[src/rtl/datapath_ctrl_pkg.sv]
// Shared types for the datapath sequencer: instruction layout, class codes, FSM states.
// Field order in instr_t mirrors the 36-bit instruction word, MSB first.
package datapath_ctrl_pkg;

  localparam int INSTR_W = 36;
  localparam int SEL_W   = 6;
  localparam int ALUC_W  = 4;
  localparam int SHIFT_W = 2;
  localparam int IMM_W   = 10;
  localparam int KMX_W   = 16;
  localparam int CNT_W   = 4;

  typedef enum logic [1:0] {
    CLS_ALU_RR  = 2'b00,
    CLS_ALU_IMM = 2'b01,
    CLS_LOAD    = 2'b10,
    CLS_STORE   = 2'b11
  } instr_class_e;

  typedef enum logic [1:0] {
    ST_IDLE,
    ST_EXEC,
    ST_MEM_RD,
    ST_MEM_WB
  } seq_state_e;

  typedef struct packed {
    instr_class_e       cls;
    logic [ALUC_W-1:0]  aluc;
    logic [SHIFT_W-1:0] shift;
    logic [SEL_W-1:0]   a_sel;
    logic [SEL_W-1:0]   b_sel;
    logic [SEL_W-1:0]   c_sel;
    logic [IMM_W-1:0]   imm;
  } instr_t;

  function automatic logic [KMX_W-1:0] sext_imm(input logic [IMM_W-1:0] imm);
    return {{(KMX_W-IMM_W){imm[IMM_W-1]}}, imm};
  endfunction

endpackage

[src/rtl/ctrl_instr_decode.sv]
// Combinational split of an instruction word into fields plus the sign-extended immediate.
// Zero latency; no handshake.
module ctrl_instr_decode
  import datapath_ctrl_pkg::*;
(
  input  logic [INSTR_W-1:0] i_instr,
  output instr_t             o_fields,
  output logic [KMX_W-1:0]   o_kmx
);

  assign o_fields = instr_t'(i_instr);
  assign o_kmx    = sext_imm(o_fields.imm);

endmodule

[src/rtl/datapath_sequencer.sv]
// Instruction sequencer driving the ALU/register-bank/shifter datapath; DATAPATH_SEQ_RETIRE_CNT_EN adds o_retire_cnt.
// Latency: ALU/STORE retire 1 cycle after accept, LOAD after MEM_LAT; one instruction in flight, ready only in IDLE.
module datapath_sequencer
  import datapath_ctrl_pkg::*;
#(
  parameter int unsigned MEM_LAT = 1
) (
  input  logic               i_clk,
  input  logic               i_rst_n,
  input  logic [INSTR_W-1:0] i_instr,
  input  logic               i_instr_valid,
  output logic               o_instr_ready,
  input  logic               i_cy_out_dp,
  output logic [SEL_W-1:0]   o_sel_a_rb,
  output logic [SEL_W-1:0]   o_sel_b_rb,
  output logic [SEL_W-1:0]   o_c_sel_rb,
  output logic               o_rb_we,
  output logic [ALUC_W-1:0]  o_aluc_in,
  output logic [SHIFT_W-1:0] o_shifter_sel,
  output logic               o_y_x_kmx_sel,
  output logic [KMX_W-1:0]   o_kmx_out,
  output logic [IMM_W-1:0]   o_mem_addr,
  output logic               o_mr,
  output logic               o_mw,
  output logic               o_cy_in_dp,
`ifdef DATAPATH_SEQ_RETIRE_CNT_EN
  output logic [15:0]        o_retire_cnt,
`endif
  output logic               o_done
);

  seq_state_e           r_state;
  logic [INSTR_W-1:0]   r_instr;
  logic [CNT_W-1:0]     r_cnt;
  logic                 r_ready, r_carry;
  logic [SEL_W-1:0]     r_sel_a, r_sel_b, r_sel_c;
  logic                 r_rb_we, r_y_sel, r_mr, r_mw, r_done;
  logic [ALUC_W-1:0]    r_aluc;
  logic [SHIFT_W-1:0]   r_shift;
  logic [KMX_W-1:0]     r_kmx;
  logic [IMM_W-1:0]     r_mem_addr;

  logic [INSTR_W-1:0]   w_dec_src;
  instr_t               w_f;
  logic [KMX_W-1:0]     w_kmx;
  logic                 w_is_alu;

  // In IDLE the incoming word is decoded so controls are registered on the accept edge.
  assign w_dec_src = (r_state == ST_IDLE) ? i_instr : r_instr;
  assign w_is_alu  = (w_f.cls == CLS_ALU_RR) || (w_f.cls == CLS_ALU_IMM);

  ctrl_instr_decode u_decode (
    .i_instr  (w_dec_src),
    .o_fields (w_f),
    .o_kmx    (w_kmx)
  );

  always_ff @(posedge i_clk or negedge i_rst_n) begin
    if (!i_rst_n) begin
      r_state    <= ST_IDLE;
      r_instr    <= '0;
      r_cnt      <= '0;
      r_ready    <= 1'b0;
      r_carry    <= 1'b0;
      r_sel_a    <= '0;
      r_sel_b    <= '0;
      r_sel_c    <= '0;
      r_rb_we    <= 1'b0;
      r_y_sel    <= 1'b0;
      r_mr       <= 1'b0;
      r_mw       <= 1'b0;
      r_done     <= 1'b0;
      r_aluc     <= '0;
      r_shift    <= '0;
      r_kmx      <= '0;
      r_mem_addr <= '0;
    end else begin
      r_sel_a    <= '0;
      r_sel_b    <= '0;
      r_sel_c    <= '0;
      r_rb_we    <= 1'b0;
      r_y_sel    <= 1'b0;
      r_mr       <= 1'b0;
      r_mw       <= 1'b0;
      r_done     <= 1'b0;
      r_aluc     <= '0;
      r_shift    <= '0;
      r_kmx      <= '0;
      r_mem_addr <= '0;
      case (r_state)
        ST_IDLE: begin
          r_ready <= 1'b1;
          if (i_instr_valid && r_ready) begin
            r_instr <= i_instr;
            r_state <= ST_EXEC;
            r_ready <= 1'b0;
            case (w_f.cls)
              CLS_ALU_RR, CLS_ALU_IMM: begin
                r_sel_a <= w_f.a_sel;
                r_sel_b <= w_f.b_sel;
                r_sel_c <= w_f.c_sel;
                r_aluc  <= w_f.aluc;
                r_shift <= w_f.shift;
                r_rb_we <= 1'b1;
                r_done  <= 1'b1;
                if (w_f.cls == CLS_ALU_IMM) begin
                  r_y_sel <= 1'b1;
                  r_kmx   <= w_kmx;
                end
              end
              CLS_LOAD: begin
                r_mr       <= 1'b1;
                r_mem_addr <= w_f.imm;
                r_cnt      <= CNT_W'(MEM_LAT - 1);
                // Single-cycle memory: the EXEC cycle is also the writeback cycle.
                if (MEM_LAT == 1) begin
                  r_rb_we <= 1'b1;
                  r_sel_c <= w_f.c_sel;
                  r_done  <= 1'b1;
                end
              end
              default: begin
                r_sel_a    <= w_f.a_sel;
                r_mem_addr <= w_f.imm;
                r_mw       <= 1'b1;
                r_done     <= 1'b1;
              end
            endcase
          end
        end
        ST_EXEC, ST_MEM_RD: begin
          if (r_state == ST_EXEC && w_f.cls != CLS_LOAD) begin
            if (w_is_alu) r_carry <= i_cy_out_dp;
            r_state <= ST_IDLE;
            r_ready <= 1'b1;
          end else if (r_cnt == '0) begin
            r_state <= ST_IDLE;
            r_ready <= 1'b1;
          end else begin
            r_mr       <= 1'b1;
            r_mem_addr <= w_f.imm;
            r_cnt      <= r_cnt - 1'b1;
            if (r_cnt == CNT_W'(1)) begin
              r_state <= ST_MEM_WB;
              r_rb_we <= 1'b1;
              r_sel_c <= w_f.c_sel;
              r_done  <= 1'b1;
            end else begin
              r_state <= ST_MEM_RD;
            end
          end
        end
        default: begin
          r_state <= ST_IDLE;
          r_ready <= 1'b1;
        end
      endcase
    end
  end

`ifdef DATAPATH_SEQ_RETIRE_CNT_EN
  logic [15:0] r_retire_cnt;

  always_ff @(posedge i_clk or negedge i_rst_n) begin
    if (!i_rst_n) r_retire_cnt <= '0;
    else if (r_done) r_retire_cnt <= r_retire_cnt + 16'd1;
  end

  assign o_retire_cnt = r_retire_cnt;
`endif

  assign o_instr_ready = r_ready;
  assign o_sel_a_rb    = r_sel_a;
  assign o_sel_b_rb    = r_sel_b;
  assign o_c_sel_rb    = r_sel_c;
  assign o_rb_we       = r_rb_we;
  assign o_aluc_in     = r_aluc;
  assign o_shifter_sel = r_shift;
  assign o_y_x_kmx_sel = r_y_sel;
  assign o_kmx_out     = r_kmx;
  assign o_mem_addr    = r_mem_addr;
  assign o_mr          = r_mr;
  assign o_mw          = r_mw;
  assign o_cy_in_dp    = r_carry;
  assign o_done        = r_done;

endmodule

[config.mk]
export PLATFORM = sky130hd
export DESIGN_NAME = datapath_sequencer
export DESIGN_NICKNAME = d
export VERILOG_FILES = /design/src/rtl/datapath_ctrl_pkg.sv /design/src/rtl/ctrl_instr_decode.sv /design/src/rtl/datapath_sequencer.sv
export SDC_FILE = /design/constraint.sdc
export NUM_CORES = 1
export LEC_CHECK = 0
export ABC_AREA = 1
export CORE_MARGIN = 1.5
export CORE_UTILIZATION = 50
export DETAILED_ROUTE_END_ITERATION = 6
export HOLD_SLACK_MARGIN = 0.1
export PLACE_DENSITY = 0.81
export SLEW_MARGIN = 25
export SYNTH_ARGS = -nofsm -noshare
export SYNTH_HDL_FRONTEND = slang
export SYNTH_SLANG_ARGS = --single-unit
[constraint.sdc]
create_clock -name i_clk -period 4.8 [get_ports i_clk]
set_clock_uncertainty 0.1 [all_clocks]
set_input_delay 0.72 -clock i_clk [delete_from_list [all_inputs] [get_ports i_clk]]
set_output_delay 0.72 -clock i_clk [all_outputs]
set_load 0.05 [all_outputs]
==> flow_summary.toml, run 1 <==
[worst_setup_path]
worst_r2r_endpoint = "r_instr[31]"
rrSetupSlack_ns = 2.49
rr_worst_depth = 6
required_ns = 4.92
cp-start-kind = "input port"
end_kind = "register"
crit_slowest_cell = "inv_1"
path_class = "in -> reg"
slowest_delay_ns = 0.61
path_max_fanout = 33
critPathCapture = "r_instr[31]"
crit_chain = "clkdlybuf4s50_1 > nand3_2 > inv_1 > buf_4 > o21ai_0"
startpoint = "i_instr_valid"
reg2reg_from = "r_state[1]"
worstPathArrival_ns = 2.63

[clock_network]
clk_path_buf_depth = 2
cts_tree = "built"
clkTransAtPathRegs_ns = 0.09
hold_buffers = 0
root_buffer = "clkbuf_8"
clk_latency_ns = 0.34
cts_resized = 0
h-tree-depth = 3
cts_setup_buffers = 0
cts.sinks = 87
cts-buffers-inserted = 9

[placed_design]
place_congestion = 0.875
port_buffers = 96
numPlacedInstances = 629
dp_hpwl_mm = 5.71

[sta]
post-route-period-util = 0.524
worstMarginPinSlew_ns = 0.744
fin_setup_tns_ns = 0
finalSetupViolations = 0
max_freq_mhz = 398
min_period_ns = 2.52
slew_headroom = 0.504
whs_ns = 0.315
rsz0062_at_grt = "no"
slew_viol_final = 0
hold_violations = 0

[grt]
grt_pass1_vias = 3048
grt_max_degree = 88
grtUsageTotal = 0.211
overflow = 0
grt_pass1_wl_mm = 14.0
antenna_found_initial = 0

[yosys]
synthMuxAreaShare = 0
synth_fa_ha_area_frac = 0.0160
yosys.area.top_type = "dfrtp_1"
syn_inst = 454
synth_nets = 499
synth_top_family_by_area = "simple AND/OR/NAND/NOR gates"
synth-xor-area-share = 0
yosys.area_share.simple = 0.253
synth_seq_cells = 87
synth_top_area_share = 0.558
synth.avg_cell_area_sq_um = 8.59
synth_compound_area_frac = 0.0761
mappedNetlistArea_sq_mm = 0.00390
ys_seq_area_frac = 0.558
synth.distinct_cells = 25
netlist_top_cells_area = "dfrtp_1 56%, nand2_1 12%, inv_1 5.1%"
ys_warn_count = 0

[power_and_ir_drop]
intPower_mw = 1.69
p_sw_frac = 0.477
p_clk_frac = 0.139
p_per_area_mw_per_mm2 = 642
power_leakage_nw = 2.42
p_total_mw = 3.23
power_frac_seq = 0.332
power_switching_mw = 1.54
vdd_drop_max_uv = 398
combPwrFrac = 0.529

[route]
wl_mm = 8.10
postRouteAntennaNets = 0
vias = 3101
vias_per_cell = 4.81
post_drt_wl_per_cell_um = 12.6
drt_first_pass_iters = 4
drcViolationCount = 0
detail_route.iter0.violations = 210

[flow_run]
drv_cap = 0

[min_path]
min_path_type = "in -> async"

[cells_and_area]
num_antenna_cells = 0
layout-drive-gt1-share = 0.0866
final_util = 0.658
syn2layout_area_growth_pct = 29.0
instances_no_fill = 645
fill_cells = 625
multi_input_area_sq_mm = 0.00135
seq_area_sq_mm = 0.00218
fin_nets = 583

[die]
die_area_sq_mm = 0.00834
rows = 32
die-width_um = 91.3
fp.dieH_um = 91.3
core_sq_mm = 0.00765
start_util = 0.510
ioPinCount = 97

[run_status]
run_status = "completed"
## critical path: cells and delay by family
family | cells | cell delay, ns
simple gates | 1 | 0.26
compound gates | 1 | 0.13
buf+inv | 3 | 1.51
## cell families after synthesis
kind of cell | count (synthesis)
AO/OA/AOI/OAI | 59
AND/OR/NAND/NOR | 221
buffers and inverters | 82
adder cells (fa/ha/maj) | 5
flip-flops | 87
## final cells by class
| cell class | instances | area share |
|---|---|---|
| flip-flops and latches | 87 | 0.433 |
| multi-input cells | 285 | 0.268 |
| repair buffers | 98 | 0.194 |
| inverters | 57 | 0.0450 |
| clock buffers | 10 | 0.0254 |
| well taps | 102 | 0.0254 |
| clock inverters | 6 | 0.00896 |
## power groups by stage
stage          sequential [mW]  clock [mW]  combinational, mW
2_1_floorplan             1.44           0              0.920
3_3_place_gp              1.07           0               1.65
3_5_place_dp              1.08           0               1.71
4_1_cts                   1.07       0.465               1.72
5_1_grt                   1.10       0.494               1.88
6_report                  1.07       0.449               1.71
## synthesized netlist by cell type (all sizes together)
master,number
dfrtp,87
nor3,1
buf,19
clkbuf,6
nand4,11
ha,5
nor2,66
nand3,13
o21ai,36
a21oi,22
nand2,130
inv,57
o22ai,1
## how the worst min path moves through the flow
stage               startpoint       endpoint  cells past startpoint
global route           i_rst_n  o_sel_b_rb[2]                      1
floorplan              i_rst_n   o_aluc_in[0]                      0
finish                 i_rst_n  o_sel_b_rb[0]                      1
CTS                   r_cnt[1]       r_cnt[1]                      2
detailed placement    r_cnt[1]       r_cnt[1]                      2
global placement      r_cnt[1]       r_cnt[1]                      2
## stage by stage
step | cell area (sq um) | setup WS [ns]
after floorplan | 3900 | 3.00
after global placement | 4850 | 2.02
after detailed placement | 4850 | 1.93
after CTS | 5020 | 2.30
after global routing | 5030 | 2.09
final | 5030 | 2.28
## flip-flops by register name, indices dropped and copies added, names as in the netlist
signal / cells
o_sel_a_rb: 6
r_cnt: 4
o_kmx_out: 10
o_cy_in_dp: 1
o_y_x_kmx_sel: 1
o_mr: 1
o_sel_b_rb: 6
o_c_sel_rb: 6
r_instr: 30
o_instr_ready: 1
r_state: 2
o_done: 1
o_mw: 1
o_shifter_sel: 2
o_rb_we: 1
o_mem_addr: 10
o_aluc_in: 4
## layout by cell type, fill, tap and decap left out, types with 2 or more instances in the layout
master	instances
buf_4	2
a21oi_1	22
clkinvlp_4	3
nand2_1	123
dfrtp_1	87
nand2_4	3
ha_1	4
nand3_2	3
nor2_2	12
clkdlybuf4s50_1	95
inv_6	3
nand3_1	9
inv_2	2
inv_1	53
clkbuf_8	9
nand2_2	3
nand4_1	11
o21ai_0	36
nor2_1	53
## routing by layer
layer  track usage  share of wire  vias to the layer above
met4        0.0612          0.010                        0
met2         0.351           0.50                      101
met5             0              0                        -
li1              -              -                     1554
met1         0.273           0.43                     1438
met3        0.0561          0.056                        8
No activity file was read; power rests on OpenSTA's default activity.
==> run 2: changes to the inputs <==
Settings changed: CORE_UTILIZATION 50 to 49, PLACE_DENSITY 0.81 to 0.8.
Clock period 4.8 ns to 2.6 ns, I/O delays scaled along.
==> flow_summary.toml, run 2 (synthesis gave the netlist of run 1 again) <==
[grt]
met3_usage = 0.0415
grt_pass1_vias = 3109
grtUsageMet1 = 0.283
grtUsageTotal = 0.217
antenna_found_initial = 0
busiest_layer = "met2"
grt_pass1_wl_mm = 14.4
overflow = 0
grt_util_met2 = 0.354
grt_max_degree = 37

[run_status]
run_status = "completed"

[power_and_ir_drop]
p_total_mw = 6.25
p_clk_frac = 0.170
vdd_drop_max_uv = 687
power_switching_mw = 2.91
intPower_mw = 3.34
power_leakage_nw = 2.48
p_per_area_mw_per_mm2 = 1220
power_frac_seq = 0.317
p_sw_frac = 0.465
combPwrFrac = 0.513

[flow_run]
drv_cap = 0

[sta]
hold_violations = 0
finalSetupViolations = 0
fin_setup_tns_ns = 0
rsz0062_at_grt = "no"
slew_headroom = 0.641
worstMarginPinSlew_ns = 0.536
slew_viol_final = 0
min_period_ns = 2.14
whs_ns = 0.389
post-route-period-util = 0.825
fin_ws_ns = 0.456
max_freq_mhz = 466

[clock_network]
cts_resized = 0
cts_tree = "built"
clk_path_buf_depth = 2
cts-buffers-inserted = 9
cts_setup_buffers = 0
h-tree-depth = 3
cts.sinks = 87
clk_latency_ns = 0.36
clkTransAtPathRegs_ns = 0.09
root_buffer = "clkbuf_8"

[route]
vias = 3202
wl_mm = 8.54
detail_route.iter0.violations = 181
drt_first_pass_iters = 5
postRouteAntennaNets = 0
drcViolationCount = 0
post_drt_wl_per_cell_um = 13.1
vias_per_cell = 4.92

[cells_and_area]
final_cell_mix = "123 x nand2_1, 95 x clkdlybuf4s50_1, 87 x dfrtp_1"
regMostFlops = "r_instr"
finalInstanceArea_sq_mm = 0.00513
mostFrequentLayoutCell = "nand2_1"
num_antenna_cells = 0
largest_reg_flops = 30
layout-drive-gt1-share = 0.0965
final_util = 0.664
fin_nets = 589
syn2layout_area_growth_pct = 31.5
instances_no_fill = 651

[worst_setup_path]
worstPathArrival_ns = 2.29
required_ns = 2.74
crit_chain = "inv_1 > ha_2 > nand3_2 > nor2_1 > nand2_1 > nand2_1 > nand3_2 > nand2_1 > nand2_1"
crit_slowest_cell = "dfrtp_1"
slowest_delay_ns = 0.40
critPathBufInv = 1
startpoint = "r_state[1]"
cpLargestDelayFamily = "simple AND/OR/NAND/NOR gates"
cp-start-kind = "register"
path_max_fanout = 15
path_class = "reg -> reg"
end_kind = "register"
crit_top_cell = "nand2_1"
reg2reg_from = "r_state[1]"

[die]
die-width_um = 92.2
fp.dieH_um = 92.2
rows = 32
ioPinCount = 97
core_sq_mm = 0.00773
start_util = 0.505
die_area_sq_mm = 0.00850

[min_path]
min_path_type = "reg -> reg"
min_from = "r_instr[10]"

[placed_design]
dp_slack_ns = 0.467
dp_hpwl_mm = 6.10
placed_area_sq_mm = 0.00489
port_buffers = 96
numPlacedInstances = 634
place_congestion = 0.854
-- run 2: worst paths after layout --
kind | end | slack (ns) | depth (start not counted)
max in group asynchronous | o_sel_b_rb[5] | 1.24 | 3
worst min-delay path | r_instr[10] | 0.39 | 2
worst min register to register | r_instr[10] | 0.39 | 2
min in group asynchronous | r_instr[21] | 0.44 | 2
worst max-delay path | r_cnt[1] | 0.46 | 9
worst max register to register | r_cnt[1] | 0.46 | 9
-- run 2: power groups by stage --
stage / Combinational, mW / Sequential, mW / Clock [mW]
after global routing: 3.52 / 2.03 / 1.15
after floorplan: 1.70 / 2.65 / 0
final: 3.20 / 1.98 / 1.06
after CTS: 3.21 / 1.98 / 1.08
after global placement: 3.11 / 1.99 / 0
after detailed placement: 3.19 / 2.01 / 0
-- run 2: routing by layer --
metal / wire length [um] / vias to the layer above
met3: 475 / 16
li1: - / 1570
met5: 0 / -
met2: 4090 / 109
met4: 178 / 0
met1: 3800 / 1507
-- run 2: worst min-delay path, stage by stage, from the launching register on --
cell     delay, ns
dfrtp_1       0.35
nand2_1       0.06
nand2_1       0.06
-- run 2: layout make-up --
| class | count | area [sq um] |
|---|---|---|
| inverters | 57 | 226 |
| multi-input cells | 285 | 1350 |
| flip-flops and latches | 87 | 2180 |
| well taps | 102 | 128 |
| repair buffers | 104 | 1020 |
| fillers | 596 | 2600 |
| clock inverters | 7 | 104 |
| clock buffers | 9 | 124 |
-- run 2: what timing repair did --
item                                    CTS  global route
endpoints found under the hold margin    34             0
hold buffers                              1             0
endpoints found under the setup margin    0             0
==> run 3: changes to the inputs <==
Settings changed: CORE_UTILIZATION 49 to 44, PLACE_DENSITY 0.8 to 0.75.
Clock period 2.6 ns to 1.75 ns, I/O delays scaled along.
==> flow_summary.toml, run 3 (synthesis gave the netlist of run 1 again) <==
[run_status]
run_status = "completed"

[power_and_ir_drop]
p_per_area_mw_per_mm2 = 1800
vdd_drop_max_uv = 947
power_leakage_nw = 2.67

[placed_design]
placed_area_sq_mm = 0.00491
dp_hpwl_mm = 6.02
place_congestion = 0.873
dp_slack_ns = -0.0291
port_buffers = 96
numPlacedInstances = 654

[sta]
min_period_ns = 1.66
finalSetupViolations = 0
slew_headroom = 0.706
hold_violations = 0
slew_viol_final = 0
max_freq_mhz = 601
fin_ws_ns = 0.0867
worstMarginPinSlew_ns = 0.441
post-route-period-util = 0.950
rsz0062_at_grt = "no"

[worst_setup_path]
rrSetupSlack_ns = 0.09
path_class = "reg -> reg"
crit_top_cell = "buf_4"
cpLargestDelayFamily = "buffers and inverters"
cp-start-kind = "register"
crit_slowest_cell = "dfrtp_1"
rr_worst_depth = 7
startpoint = "r_state[1]"
critPathBufInv = 3
required_ns = 1.96
path_max_fanout = 20
slowest_delay_ns = 0.37
end_kind = "register"
worstPathArrival_ns = 1.87
reg2reg_from = "r_state[1]"
worst_r2r_endpoint = "o_mem_addr[9]"
crit_chain = "inv_2 > ha_4 > buf_4 > buf_4 > o21ai_0 > nand2_1 > nor2_2"

[grt]
antenna_found_initial = 0
overflow = 0
grt_pass1_vias = 3268
grtUsageTotal = 0.193
grt_max_degree = 43
grt_pass1_wl_mm = 14.8

[cells_and_area]
largest_reg_flops = 30
num_antenna_cells = 0
finalInstanceArea_sq_mm = 0.00514
final_util = 0.596
instances_no_fill = 673
layout-drive-gt1-share = 0.228
regMostFlops = "r_instr"
final_cell_mix = "122 x nand2_1, 87 x dfrtp_1, 77 x buf_4"
fin_nets = 605
mostFrequentLayoutCell = "nand2_1"
syn2layout_area_growth_pct = 32.0

[flow_run]
drv_cap = 0

[route]
drcViolationCount = 0
detail_route.iter0.violations = 101
drt_first_pass_iters = 4
postRouteAntennaNets = 0
vias_per_cell = 4.80
vias = 3230
post_drt_wl_per_cell_um = 12.7
wl_mm = 8.52

[clock_network]
clkTransAtPathRegs_ns = 0.09
cts.sinks = 87
clk_latency_ns = 0.36
root_buffer = "clkbuf_8"
h-tree-depth = 3
cts-buffers-inserted = 9
clk_path_buf_depth = 2
cts_tree = "built"

[die]
fp.dieH_um = 97.1
start_util = 0.451
core_sq_mm = 0.00864
rows = 34
die_area_sq_mm = 0.00943
die-width_um = 97.1
ioPinCount = 97

[min_path]
min_path_type = "in -> async"
[run 3: changes by cell type in the layout (fill, tap and decap cells not counted), sizes merged]
cell	before	now
bufinv	2	0
clkbuf	9	10
buf	8	81
clkdlybuf4s50	95	38
inv	59	60
[run 3: repair_timing]
item,4_1_cts,5_1_grt
endpoints found under the setup margin,20,17
gates resized for setup,1,4
setup buffers,0,2
hold buffers,1,0
hold endpoints to repair,40,0
[run 3: worst max-delay path by stage]
stage,endpoint,depth (start not counted),slack (ns)
2_1_floorplan,r_cnt[3],11,0.16
4_1_cts,o_kmx_out[6],9,0.08
3_3_place_gp,o_mem_addr[7],10,0.02
6_report,o_mem_addr[9],7,0.09
3_5_place_dp,o_mem_addr[5],10,-0.03
5_1_grt,o_mem_addr[8],10,0.002
[run 3: per-layer routing]
metal / part of all wire / global-route usage / routed length (um) / up-vias
met5: 0 / 0 / 0 / -
met4: 0.017 / 0.0736 / 142 / 0
met3: 0.051 / 0.0511 / 436 / 14
met2: 0.47 / 0.304 / 4040 / 87
li1: - / - / - / 1604
met1: 0.46 / 0.257 / 3900 / 1525
[run 3: cell type report]
| type | instances | area (sq um) |
|---|---|---|
| repair buffers | 120 | 1050 |
| well taps | 108 | 135 |
| flip-flops and latches | 87 | 2180 |
| fillers | 748 | 3490 |
| clock inverters | 6 | 50.0 |
| clock buffers | 10 | 138 |
| inverters | 57 | 226 |
| multi-input cells | 285 | 1370 |
[run 3: stage by stage]
| stage | setup TNS (ns) | hold WS [ns] | power (mW) |
|---|---|---|---|
| 2_1_floorplan | 0 | -0.133 | 6.46 |
| 3_3_place_gp | 0 | 0.131 | 7.75 |
| 3_5_place_dp | -0.270 | 0.142 | 7.87 |
| 4_1_cts | 0 | 0.278 | 9.27 |
| 5_1_grt | 0 | 0.311 | 9.96 |
| 6_report | 0 | 0.270 | 9.26 |
[run 3: power breakdown]
group / internal, mW / switching, mW
sequential: 2.68 / 0.253
clock: 0.572 / 0.749
combinational: 1.64 / 3.37
